[config.mk]
export PLATFORM = sky130hd
export DESIGN_NAME = top2_frame_sequencer
export DESIGN_NICKNAME = d
export VERILOG_FILES = /design/src/rtl/top2_frame_sequencer.sv
export SDC_FILE = /design/constraint.sdc
export NUM_CORES = 1
export LEC_CHECK = 0
export ABC_AREA = 0
export BUFFER_PORTS_ARGS = -buffer_cell sky130_fd_sc_hd__buf_2
export CAP_MARGIN = 20
export CORE_ASPECT_RATIO = 1.2
export CORE_MARGIN = 8
export CORE_UTILIZATION = 39
export CTS_CLUSTER_SIZE = 40
export DETAILED_ROUTE_END_ITERATION = 12
export PLACE_DENSITY = 0.65
export SETUP_SLACK_MARGIN = 0.5
export SYNTH_ARGS = -nofsm -noshare
export SYNTH_HDL_FRONTEND = slang
export SYNTH_SLANG_ARGS = --single-unit
[constraint.sdc]
create_clock -name clk -period 7.36 [get_ports clk]
set_input_delay 1.472 -clock clk [delete_from_list [all_inputs] [get_ports clk]]
set_output_delay 1.472 -clock clk [all_outputs]
set_load 0.005 [all_outputs]
[src/rtl/top2_frame_sequencer.sv]
// -----------------------------------------------------------------------------
// top2_frame_sequencer
//
// Purpose:
//   Splits an input sample stream into frames of cfg_len samples. For each
//   frame it finds the largest and second-largest sample, treating samples as
//   unsigned and counting duplicates. It emits one result per frame on a
//   valid/ready port.
//
//   The sequencer goes through three steps for each frame:
//     1. Clear the tracker.
//     2. Accumulate the samples of the frame.
//     3. Hold the result until downstream consumes it.
//
// Optional feature:
//   Define TOP2_SEQ_ABORT_EN to add the 'abort' input. Asserting abort during
//   accumulation discards the partial frame and returns to IDLE. No result is
//   emitted for that frame. If the macro is undefined, every frame runs to
//   completion.
//
// Ports:
//   clk       rising-edge clock
//   resetn    asynchronous active-low reset
//   en        run enable; sampled only at frame boundaries (IDLE / result handshake)
//   cfg_len   samples per frame, latched at frame start; 0 behaves as 1
//   s_valid   input sample valid
//   s_ready   block accepts a sample this cycle (high only while accumulating)
//   s_data    input sample
//   m_valid   frame result valid (high only while holding a result)
//   m_ready   downstream accepts the result
//   m_max     largest sample of the frame
//   m_second  second-largest sample of the frame
//   m_id      frame sequence number, wraps modulo 2^ID_W
//   abort     (TOP2_SEQ_ABORT_EN only) discard the frame being accumulated
//   busy      high while accumulating or holding a result
// -----------------------------------------------------------------------------
module top2_frame_sequencer #(
  parameter int DATA_WIDTH = 32,
  parameter int LEN_W      = 8,
  parameter int ID_W       = 8
) (
  input  logic                  clk,
  input  logic                  resetn,
  input  logic                  en,
  input  logic [LEN_W-1:0]      cfg_len,
  input  logic                  s_valid,
  output logic                  s_ready,
  input  logic [DATA_WIDTH-1:0] s_data,
  output logic                  m_valid,
  input  logic                  m_ready,
  output logic [DATA_WIDTH-1:0] m_max,
  output logic [DATA_WIDTH-1:0] m_second,
  output logic [ID_W-1:0]       m_id,
`ifdef TOP2_SEQ_ABORT_EN
  input  logic                  abort,
`endif
  output logic                  busy
);

  typedef enum logic [1:0] {
    ST_IDLE  = 2'd0,
    ST_ACCUM = 2'd1,
    ST_HOLD  = 2'd2
  } state_t;

  // Sample values are magnitudes, so every comparison is unsigned.
  function automatic logic [2*DATA_WIDTH-1:0] track_upd(
    input logic unsigned [DATA_WIDTH-1:0] d,
    input logic unsigned [DATA_WIDTH-1:0] mx,
    input logic unsigned [DATA_WIDTH-1:0] m2
  );
    // A sample equal to the current max falls to the second branch. That
    // branch is what lets a duplicate max become the second-largest value.
    if (d > mx) begin
      return {d, mx};
    end else if (d > m2) begin
      return {mx, d};
    end
    return {mx, m2};
  endfunction

  // A zero-length frame has no meaning, so it saturates to one sample.
  function automatic logic [LEN_W-1:0] clamp_len(input logic [LEN_W-1:0] len);
    return (len == '0) ? LEN_W'(1) : len;
  endfunction

  state_t                        state_q;
  state_t                        state_d;
  logic                          start;
  logic                          clear;
  logic                          hs;
  logic                          abort_w;

  logic unsigned [DATA_WIDTH-1:0] max_q;
  logic unsigned [DATA_WIDTH-1:0] max2_q;
  logic [LEN_W-1:0]               cnt_q;
  logic [LEN_W-1:0]               len_q;

  logic                           acc_p0;
  logic                           last_p0;
  logic [2*DATA_WIDTH-1:0]        upd_p0;
  logic unsigned [DATA_WIDTH-1:0] upd_max_p0;
  logic unsigned [DATA_WIDTH-1:0] upd_sec_p0;

  logic unsigned [DATA_WIDTH-1:0] res_max_p1;
  logic unsigned [DATA_WIDTH-1:0] res_sec_p1;
  logic [ID_W-1:0]                id_p1;
  logic                           vld_p1;

`ifdef TOP2_SEQ_ABORT_EN
  assign abort_w = abort;
`else
  assign abort_w = 1'b0;
`endif

  // ---- stage p0: sample acceptance and tracker update ----
  // An abort wins over a sample offered in the same cycle. That sample is
  // dropped even though s_ready is high.
  assign acc_p0     = s_valid && (state_q == ST_ACCUM) && !abort_w;
  assign last_p0    = acc_p0 && (cnt_q == (len_q - LEN_W'(1)));
  assign upd_p0     = track_upd(s_data, max_q, max2_q);
  assign upd_max_p0 = upd_p0[2*DATA_WIDTH-1:DATA_WIDTH];
  assign upd_sec_p0 = upd_p0[DATA_WIDTH-1:0];

  assign hs    = (state_q == ST_HOLD) && m_ready;
  assign clear = start || ((state_q == ST_ACCUM) && abort_w);

  always_ff @(posedge clk or negedge resetn) begin
    if (!resetn) begin
      state_q <= ST_IDLE;
    end else begin
      state_q <= state_d;
    end
  end

  // 'start' marks a frame start. It fires from IDLE, or straight out of HOLD
  // on the result handshake, so back-to-back frames skip the IDLE bubble.
  always_comb begin
    state_d = state_q;
    start   = 1'b0;
    unique case (state_q)
      ST_IDLE: begin
        if (en) begin
          state_d = ST_ACCUM;
          start   = 1'b1;
        end
      end
      ST_ACCUM: begin
        if (abort_w) begin
          state_d = ST_IDLE;
        end else if (last_p0) begin
          state_d = ST_HOLD;
        end
      end
      ST_HOLD: begin
        if (m_ready) begin
          state_d = en ? ST_ACCUM : ST_IDLE;
          start   = en;
        end
      end
      default: begin
        state_d = ST_IDLE;
      end
    endcase
  end

  always_ff @(posedge clk or negedge resetn) begin
    if (!resetn) begin
      max_q  <= '0;
      max2_q <= '0;
      cnt_q  <= '0;
      len_q  <= '0;
    end else begin
      if (clear) begin
        max_q  <= '0;
        max2_q <= '0;
        cnt_q  <= '0;
      end else if (acc_p0) begin
        max_q  <= upd_max_p0;
        max2_q <= upd_sec_p0;
        cnt_q  <= cnt_q + LEN_W'(1);
      end
      if (start) begin
        len_q <= clamp_len(cfg_len);
      end
    end
  end

  // ---- stage p1: registered frame result ----
  // The last sample is folded in on the way into the result registers. This
  // gives the result one cycle of latency after the final accept.
  always_ff @(posedge clk or negedge resetn) begin
    if (!resetn) begin
      res_max_p1 <= '0;
      res_sec_p1 <= '0;
      id_p1      <= '0;
    end else begin
      if (last_p0) begin
        res_max_p1 <= upd_max_p0;
        res_sec_p1 <= upd_sec_p0;
      end
      if (hs) begin
        id_p1 <= id_p1 + ID_W'(1);
      end
    end
  end

  assign vld_p1   = (state_q == ST_HOLD);

  assign s_ready  = (state_q == ST_ACCUM);
  assign m_valid  = vld_p1;
  assign m_max    = res_max_p1;
  assign m_second = res_sec_p1;
  assign m_id     = id_p1;
  assign busy     = (state_q != ST_IDLE);

endmodule

==> load_flow_metrics.sql, run 1 <==
INSERT INTO impl_metrics (metric_group, metric, value, unit) VALUES
('worst_setup_path', 'crit_chain', 'buf_2, ha_1, nand4_1, a2111o_1, a311oi_2, a21oi_4, buf_4, nor2_4, o31ai_1', ''),
('worst_setup_path', 'timing.critical_path.required', '7.62', 'ns'),
('floorplan', 'floorplan.initialDensity', '39.3', '%'),
('worst_hold_path', 'hold_end', 'm_id[7]', ''),
('layout', 'seqCellArea', '3850', 'um2'),
('sta', 'period_needed', '4.34', 'ns'),
('worst_setup_path', 'cp_num_cells', '9', ''),
('worst_setup_path', 'crit_path_start_kind', 'input pin', ''),
('worst_setup_path', 'cp_num_buf_inv', '2', ''),
('worst_hold_path', 'holdCritPathClass', 'flop to flop', ''),
('logic_synthesis', 'async_reset_ff_share', '100', '%'),
('worst_hold_path', 'hold_path_cell_cnt', '1', ''),
('global_route', 'antenna_found_initial', '0', ''),
('sta', 'hold-worst-slack', '0.471', 'ns'),
('floorplan', 'rows', '61', ''),
('routing', 'route.detailed.drc', '0', ''),
('logic_synthesis', 'ys.warnings.count', '0', ''),
('routing', 'vias', '7117', ''),
('global_route', 'groute.usage.overall', '17.6', '%'),
('routing', 'wire_per_inst', '18.3', 'um'),
('sta', 'report.final.slew_viol_count', '0', ''),
('worst_setup_path', 'critical_path.max_fanout', '66', ''),
('sta', 'final.setup.tns', '0', 'ns'),
('layout', 'final.fill_count', '2213', ''),
('logic_synthesis', 'yosys_most_used_dff', 'sky130_fd_sc_hd__dfrtp_1', ''),
('clock_tree', 'tritoncts.num_buffers', '17', ''),
('placed_design', 'gpl.final_weighted_congestion', '0.794', ''),
('power_and_ir_drop', 'power.total', '4.28', 'mW'),
('placed_design', 'dp.final_hpwl', '16500', 'um'),
('layout', 'finish.cell_count_without_fillers', '1337', ''),
('floorplan', 'design.portCount', '120', ''),
('sta', 'finalHoldViolations', '0', ''),
('global_route', 'grt_pass1_vias', '7276', ''),
('logic_synthesis', 'synth-seq-cells', '154', ''),
('sta', 'highest_clock_rate', '231', 'MHz'),
('run', 'drv.max_cap_violation_count', '0', ''),
('worst_setup_path', 'critical_path_class', 'input pin to flop', ''),
('global_route', 'largest_net_degree_at_the_start_of_global_routing', '79', ''),
('clock_tree', 'clock-sinks', '154', ''),
('routing', 'drt-vias-per-instance', '5.32', ''),
('routing', 'routed_wirelength', '24500', 'um'),
('clock_tree', 'clk_latency', '0.43', 'ns'),
('power_and_ir_drop', 'power.leakage', '5.16', 'nW'),
('floorplan', 'die_area', '28300', 'um2'),
('global_route', 'globalRoute.totalOverflow', '0', ''),
('clock_tree', 'cts_tree', 'built', ''),
('worst_setup_path', 'family_of_cells_with_the_greatest_summed_delay_on_the_critical_path', 'simple AND/OR/NAND/NOR gates', ''),
('routing', 'drt_iter0_markers', '435', ''),
('sta', 'worst_clock_skew', '0.00730', 'ns'),
('logic_synthesis', 'seq_area_frac_synth', '42.7', '%'),
('worst_setup_path', 'reg2reg_setup_slack', '3.77', 'ns'),
('worst_setup_path', 'cp_slowest_cell', 'sky130_fd_sc_hd__nor2_4', ''),
('clock_tree', 'post_cts.resized_instances', '0', ''),
('sta', 'worst_slew_pin_slew', '1.11', 'ns'),
('clock_tree', 'clockBufferDepth', '2', ''),
('clock_tree', 'cell_at_the_root_of_the_clock_tree', 'sky130_fd_sc_hd__clkbuf_16', ''),
('clock_tree', 'cts_hold_fix_bufs', '0', ''),
('power_and_ir_drop', 'max-vdd-ir-drop', '0.209', 'mV'),
('power_and_ir_drop', 'power_density', '410', 'nW/um2'),
('run_status', 'status', 'finished clean', ''),
('layout', 'antennaDiodeCount', '0', ''),
('worst_setup_path', 'reg2reg_from', 'max_q[15]', ''),
('worst_setup_path', 'r2r_end', 'max_q[23]', ''),
('logic_synthesis', 'synthTopCellsByArea', 'sky130_fd_sc_hd__dfrtp_1 43%, sky130_fd_sc_hd__mux2i_1 11%, sky130_fd_sc_hd__ha_1 9.3%, sky130_fd_sc_hd__nand2_1 5.9%, sky130_fd_sc_hd__o211ai_2 4.2%', ''),
('sta', 'setup-violations-final', '0', ''),
('routing', 'drt_pass1_iterations', '5', ''),
('logic_synthesis', 'synth.net_count', '1025', ''),
('worst_setup_path', 'crit_arrival', '4.60', 'ns'),
('sta', 'unrepaired_setup_endpoints_after_global_routing', 'no', ''),
('global_route', 'grt_pass1_wl', '39500', 'um'),
('logic_synthesis', 'synthesized_instance_count', '913', '');
## metrics by stage
stage          setup WS [ns]  cell area (um2)
2_1_floorplan           3.83             9020
3_3_place_gp            2.67             9820
6_report                3.02            10400
5_1_grt                 2.81            10400
4_1_cts                 3.06            10400
3_5_place_dp            2.61             9820
## cell type report
class                      count  area share [%]
tap                          315            3.78
timing repair buffer         131            6.75
multi-input combinational    639            44.5
sequential                   154            36.9
clock buffer                  17            4.08
clock inverter                15            1.59
inverter                      66            2.37
## power by group
group / switching, mW / total [mW] / internal [mW]
registers: 0.269 / 1.47 / 1.20
logic: 1.13 / 1.92 / 0.787
clock network: 0.388 / 0.895 / 0.507
## worst reg2reg max path, stage by stage (launching register included)
cell	delay, ns
sky130_fd_sc_hd__dfrtp_1	0.37
sky130_fd_sc_hd__inv_1	0.06
sky130_fd_sc_hd__ha_1	0.32
sky130_fd_sc_hd__nand4_1	0.22
sky130_fd_sc_hd__a2111o_1	0.45
sky130_fd_sc_hd__a311oi_2	0.40
sky130_fd_sc_hd__a21oi_4	0.07
sky130_fd_sc_hd__buf_4	0.45
sky130_fd_sc_hd__nor2_4	0.93
sky130_fd_sc_hd__o31ai_1	0.16
## cells in the mapped netlist (3+ instances only)
library cell and n:
sky130_fd_sc_hd__nor4_1 3, sky130_fd_sc_hd__buf_4 13, sky130_fd_sc_hd__o31ai_1 33, sky130_fd_sc_hd__o21ai_1 35, sky130_fd_sc_hd__a21oi_1 29, sky130_fd_sc_hd__a21o_1 4
sky130_fd_sc_hd__clkbuf_1 23, sky130_fd_sc_hd__o211ai_2 30, sky130_fd_sc_hd__xor2_1 9, sky130_fd_sc_hd__nand2b_1 3, sky130_fd_sc_hd__and2_1 3, sky130_fd_sc_hd__buf_6 4
sky130_fd_sc_hd__nor2b_1 5, sky130_fd_sc_hd__o21ai_0 15, sky130_fd_sc_hd__and3_1 3, sky130_fd_sc_hd__inv_1 66, sky130_fd_sc_hd__xnor2_1 11, sky130_fd_sc_hd__nand3_1 43
sky130_fd_sc_hd__mux2i_1 96, sky130_fd_sc_hd__nor3_1 4, sky130_fd_sc_hd__nand4_1 52, sky130_fd_sc_hd__nor2_1 19, sky130_fd_sc_hd__buf_2 12, sky130_fd_sc_hd__o211ai_1 4
sky130_fd_sc_hd__dfrtp_1 154, sky130_fd_sc_hd__nand2_1 142, sky130_fd_sc_hd__ha_1 67, sky130_fd_sc_hd__a211oi_1 4
## logic make-up after synthesis
| family | count (synthesis) | synth area share (%) |
|---|---|---|
| AND/OR/NAND/NOR | 290 | 15.5 |
| AO/OA/AOI/OAI | 165 | 13.7 |
| adder cells (fa/ha/maj) | 67 | 9.30 |
| multiplexers | 97 | 10.8 |
| buffers and inverters | 120 | 6.04 |
| flip-flops | 154 | 42.7 |
| XOR/XNOR | 20 | 1.94 |
## how the worst max path moves through the flow
stage | slack [ns] | to | from
2_1_floorplan | 3.83 | max2_q[15] | s_data[15]
3_3_place_gp | 2.67 | m_second[14] | s_data[18]
3_5_place_dp | 2.61 | m_second[13] | s_data[11]
4_1_cts | 3.06 | m_second[13] | s_data[11]
5_1_grt | 2.81 | m_second[13] | s_data[15]
6_report | 3.02 | max_q[23] | s_data[15]
## state kept, by name (all words and copies together) (netlist names)
signal / cells
m_max: 32
m_second: 32
max2_q: 32
max_q: 32
cnt_q: 8
len_q: 8
m_id: 8
state_q: 2
## per-layer routing
layer | share of wire (%) | GRT usage (%) | wire, um
met1 | 44 | 21.7 | 10700
met2 | 51 | 30.5 | 12400
met3 | 4.7 | 3.88 | 1150
met4 | 0.99 | 4.95 | 242
met5 | 0 | 0 | 0
## cell usage in the layout (no fill, tap or decap), types with 30 or more instances in the layout
cell type | synthesis | routed
sky130_fd_sc_hd__dfrtp_1 | 154 | 154
sky130_fd_sc_hd__nand2_1 | 142 | 142
sky130_fd_sc_hd__buf_2 | 12 | 118
sky130_fd_sc_hd__mux2i_1 | 96 | 96
sky130_fd_sc_hd__ha_1 | 67 | 67
sky130_fd_sc_hd__inv_1 | 66 | 66
sky130_fd_sc_hd__nand4_1 | 52 | 52
sky130_fd_sc_hd__nand3_1 | 43 | 43
sky130_fd_sc_hd__o21ai_1 | 35 | 35
sky130_fd_sc_hd__o31ai_1 | 33 | 33
sky130_fd_sc_hd__o211ai_2 | 30 | 30
Power figures use the tool's default switching activity.
==> inputs of run 2 (changes only) <==
--- a/config.mk
+++ b/config.mk
@@ -13,7 +13,7 @@
 export CORE_UTILIZATION = 39
 export CTS_CLUSTER_SIZE = 40
 export DETAILED_ROUTE_END_ITERATION = 12
-export PLACE_DENSITY = 0.65
+export PLACE_DENSITY = 0.67
 export SETUP_SLACK_MARGIN = 0.5
 export SYNTH_ARGS = -nofsm -noshare
 export SYNTH_HDL_FRONTEND = slang
==> constraint.sdc (replaced) <==
create_clock -name clk -period 3.71 [get_ports clk]
set_input_delay 0.742 -clock clk [delete_from_list [all_inputs] [get_ports clk]]
set_output_delay 0.742 -clock clk [all_outputs]
set_load 0.005 [all_outputs]
==> run 2 against run 1 <==
Net effect:
- first-iteration DRC count increased by 33%
- global-route usage decreased by 0.096 points
- sequential cell count unchanged
- clock skew increased by 0.0029 ns
- wire length decreased by 2.4%
- worst setup slack got worse by 2.3 ns
- count of clock-buffer cells in the layout increased by 2
- cell count increased by 0.90%
- critical path depth increased by 1
- critical endpoint is now max2_q[13]
==> load_flow_metrics.sql, run 2 (same netlist as run 1, synthesis figures left out) <==
INSERT INTO impl_metrics (metric_group, metric, value, unit) VALUES
('worst_setup_path', 'crit_path_start_kind', 'input pin', ''),
('power_and_ir_drop', 'net-switching-power', '3.50', 'mW'),
('power_and_ir_drop', 'max-vdd-ir-drop', '0.440', 'mV'),
('global_route', 'grt_pass1_vias', '7728', ''),
('placed_design', 'placed_cells_incl_taps', '1317', ''),
('worst_hold_path', 'holdCritPathClass', 'input pin to async pin', ''),
('sta', 'period_needed', '2.98', 'ns'),
('clock_tree', 'post_cts.resized_instances', '0', ''),
('clock_tree', 'cts.clk_slew.worst_paths', '0.06', 'ns'),
('layout', 'syn2layout_area_growth', '17.6', '%'),
('sta', 'report.final.slew_viol_count', '0', ''),
('clock_tree', 'clock-sinks', '154', ''),
('floorplan', 'die_area', '28300', 'um2'),
('routing', 'routed_wirelength', '23900', 'um'),
('power_and_ir_drop', 'seqPwrFrac', '33.9', '%'),
('worst_setup_path', 'critical_path.max_fanout', '14', ''),
('floorplan', 'die-width', '155', 'um'),
('worst_setup_path', 'setup.worst_path.end_class', 'flop', ''),
('global_route', 'largest_net_degree_at_the_start_of_global_routing', '89', ''),
('sta', 'setup-violations-final', '0', ''),
('placed_design', 'dp.final_hpwl', '17100', 'um'),
('routing', 'vias', '7184', ''),
('power_and_ir_drop', 'power.leakage', '5.26', 'nW'),
('power_and_ir_drop', 'combinationalPowerShare', '45.8', '%'),
('floorplan', 'design.portCount', '120', ''),
('run', 'drv.max_cap_violation_count', '0', ''),
('layout', 'antennaDiodeCount', '0', ''),
('routing', 'antenna_left', '0', ''),
('power_and_ir_drop', 'pwr-share-clk', '20.3', '%'),
('sta', 'worst_slew_pin_slew', '0.845', 'ns'),
('worst_setup_path', 'timing.critical_path.required', '4.06', 'ns'),
('sta', 'finalHoldViolations', '0', ''),
('layout', 'finish.cell_count_without_fillers', '1349', ''),
('floorplan', 'coreArea', '23000', 'um2'),
('floorplan', 'floorplan.initialDensity', '39.3', '%'),
('clock_tree', 'cts_hold_fix_bufs', '0', ''),
('layout', 'final_net_count', '1133', ''),
('clock_tree', 'h-tree-depth', '4', ''),
('global_route', 'antenna_found_initial', '1', ''),
('sta', 'finalCritPeriodShare', '80.3', '%'),
('global_route', 'grt_pass1_wl', '39900', 'um'),
('routing', 'drt_iter0_markers', '578', ''),
('routing', 'drt_pass1_iterations', '5', ''),
('layout', 'final_layout_size_suffix_gt1_share', '21.1', '%'),
('clock_tree', 'clk_latency', '0.43', 'ns'),
('global_route', 'globalRoute.totalOverflow', '0', ''),
('routing', 'route.detailed.drc', '0', ''),
('power_and_ir_drop', 'power_density', '808', 'nW/um2'),
('global_route', 'groute.usage.overall', '17.5', '%'),
('placed_design', 'gpl.final_weighted_congestion', '0.827', ''),
('power_and_ir_drop', 'cell_internal_pwr', '5.07', 'mW'),
('run_status', 'status', 'finished clean', ''),
('clock_tree', 'tritoncts.num_buffers', '17', ''),
('power_and_ir_drop', 'netSwitchingFraction', '40.8', '%'),
('floorplan', 'die_height', '183', 'um'),
('clock_tree', 'clockBufferDepth', '2', ''),
('routing', 'drt-vias-per-instance', '5.33', ''),
('placed_design', 'placement.io_buffers', '119', ''),
('layout', 'final.fill_count', '2223', ''),
('clock_tree', 'cts.repair_timing.setup_buffer_count', '0', ''),
('worst_setup_path', 'critical_path_class', 'input pin to flop', ''),
('layout', 'layout.cells.most_common', 'sky130_fd_sc_hd__dfrtp_1', ''),
('floorplan', 'rows', '61', ''),
('sta', 'maxSlewHeadroom', '43.7', '%'),
('sta', 'worst_clock_skew', '0.0102', 'ns'),
('clock_tree', 'cts_tree', 'built', ''),
('sta', 'final.setup.tns', '0', 'ns'),
('routing', 'wire_per_inst', '17.7', 'um'),
('worst_setup_path', 'crit_arrival', '3.33', 'ns'),
('layout', 'most-common-layout-cells', '154 x sky130_fd_sc_hd__dfrtp_1, 142 x sky130_fd_sc_hd__nand2_1, 118 x sky130_fd_sc_hd__buf_2, 96 x sky130_fd_sc_hd__mux2i_1, 67 x sky130_fd_sc_hd__ha_1', ''),
('clock_tree', 'cell_at_the_root_of_the_clock_tree', 'sky130_fd_sc_hd__clkbuf_16', ''),
('sta', 'highest_clock_rate', '336', 'MHz'),
('sta', 'unrepaired_setup_endpoints_after_global_routing', 'no', '');
==> run 2: final cells by class <==
type	count	area, um2	share of cell area [%]
Sequential cell	154	3850	36.3
Clock inverter	13	145	1.37
Multi-Input combinational cell	639	4640	43.7
Tap cell	315	394	3.72
Inverter	66	248	2.34
Clock buffer	19	443	4.18
Timing Repair Buffer	143	882	8.32
==> run 2: final timing paths <==
check / from / end / slack [ns] / cells after the start
worst min-delay path: resetn / m_max[24] / 0.37 / 1
worst max register to register: max2_q[15] / max2_q[13] / 0.75 / 10
min in group clk: m_max[11] / m_max[11] / 0.48 / 2
worst min register to register: m_max[11] / m_max[11] / 0.48 / 2
max in group asynchronous: resetn / max2_q[7] / 2.44 / 2
worst max-delay path: s_data[11] / max2_q[13] / 0.73 / 10
==> run 2: worst max-delay path: stages <==
cell,delay [ns]
sky130_fd_sc_hd__buf_2,0.14
sky130_fd_sc_hd__ha_1,0.33
sky130_fd_sc_hd__nand4_1,0.17
sky130_fd_sc_hd__nor4_1,0.54
sky130_fd_sc_hd__a21boi_1,0.27
sky130_fd_sc_hd__o31ai_1,0.08
sky130_fd_sc_hd__a21o_1,0.28
sky130_fd_sc_hd__a21oi_4,0.20
sky130_fd_sc_hd__buf_4,0.33
sky130_fd_sc_hd__mux2i_1,0.23
==> run 2: power groups by stage <==
stage                     Sequential [mW]  Combinational [mW]  Clock [mW]
after floorplan                      2.83                2.71           0
after global placement               2.91                3.85           0
after detailed placement             2.93                3.95           0
after CTS                            2.91                3.97        1.77
after global routing                 3.01                4.41        1.84
final                                2.91                3.93        1.74
==> run 2: metrics by stage <==
| stage | setup WS (ns) | utilization [%] | power (mW) | hold WS, ns | instance area (um2) |
|---|---|---|---|---|---|
| after global placement | 0.289 | 43.6 | 6.76 | 0.457 | 10000 |
| after floorplan | 0.910 | - | 5.54 | 0.446 | 9020 |
| after global routing | 0.563 | 46.2 | 9.26 | 0.453 | 10600 |
| after detailed placement | 0.288 | 43.6 | 6.88 | 0.469 | 10000 |
| final | 0.731 | 46.2 | 8.57 | 0.373 | 10600 |
| after CTS | 0.713 | 46.2 | 8.65 | 0.420 | 10600 |
==> run 2: layer usage <==
| layer | vias up | track usage (%) | share of wire (%) |
|---|---|---|---|
| li1 | 3482 | - | - |
| met2 | 146 | 30.5 | 50 |
| met3 | 39 | 3.41 | 4.0 |
| met5 | - | 0 | 0.050 |
| met4 | 2 | 6.83 | 2.2 |
| met1 | 3515 | 21.0 | 44 |
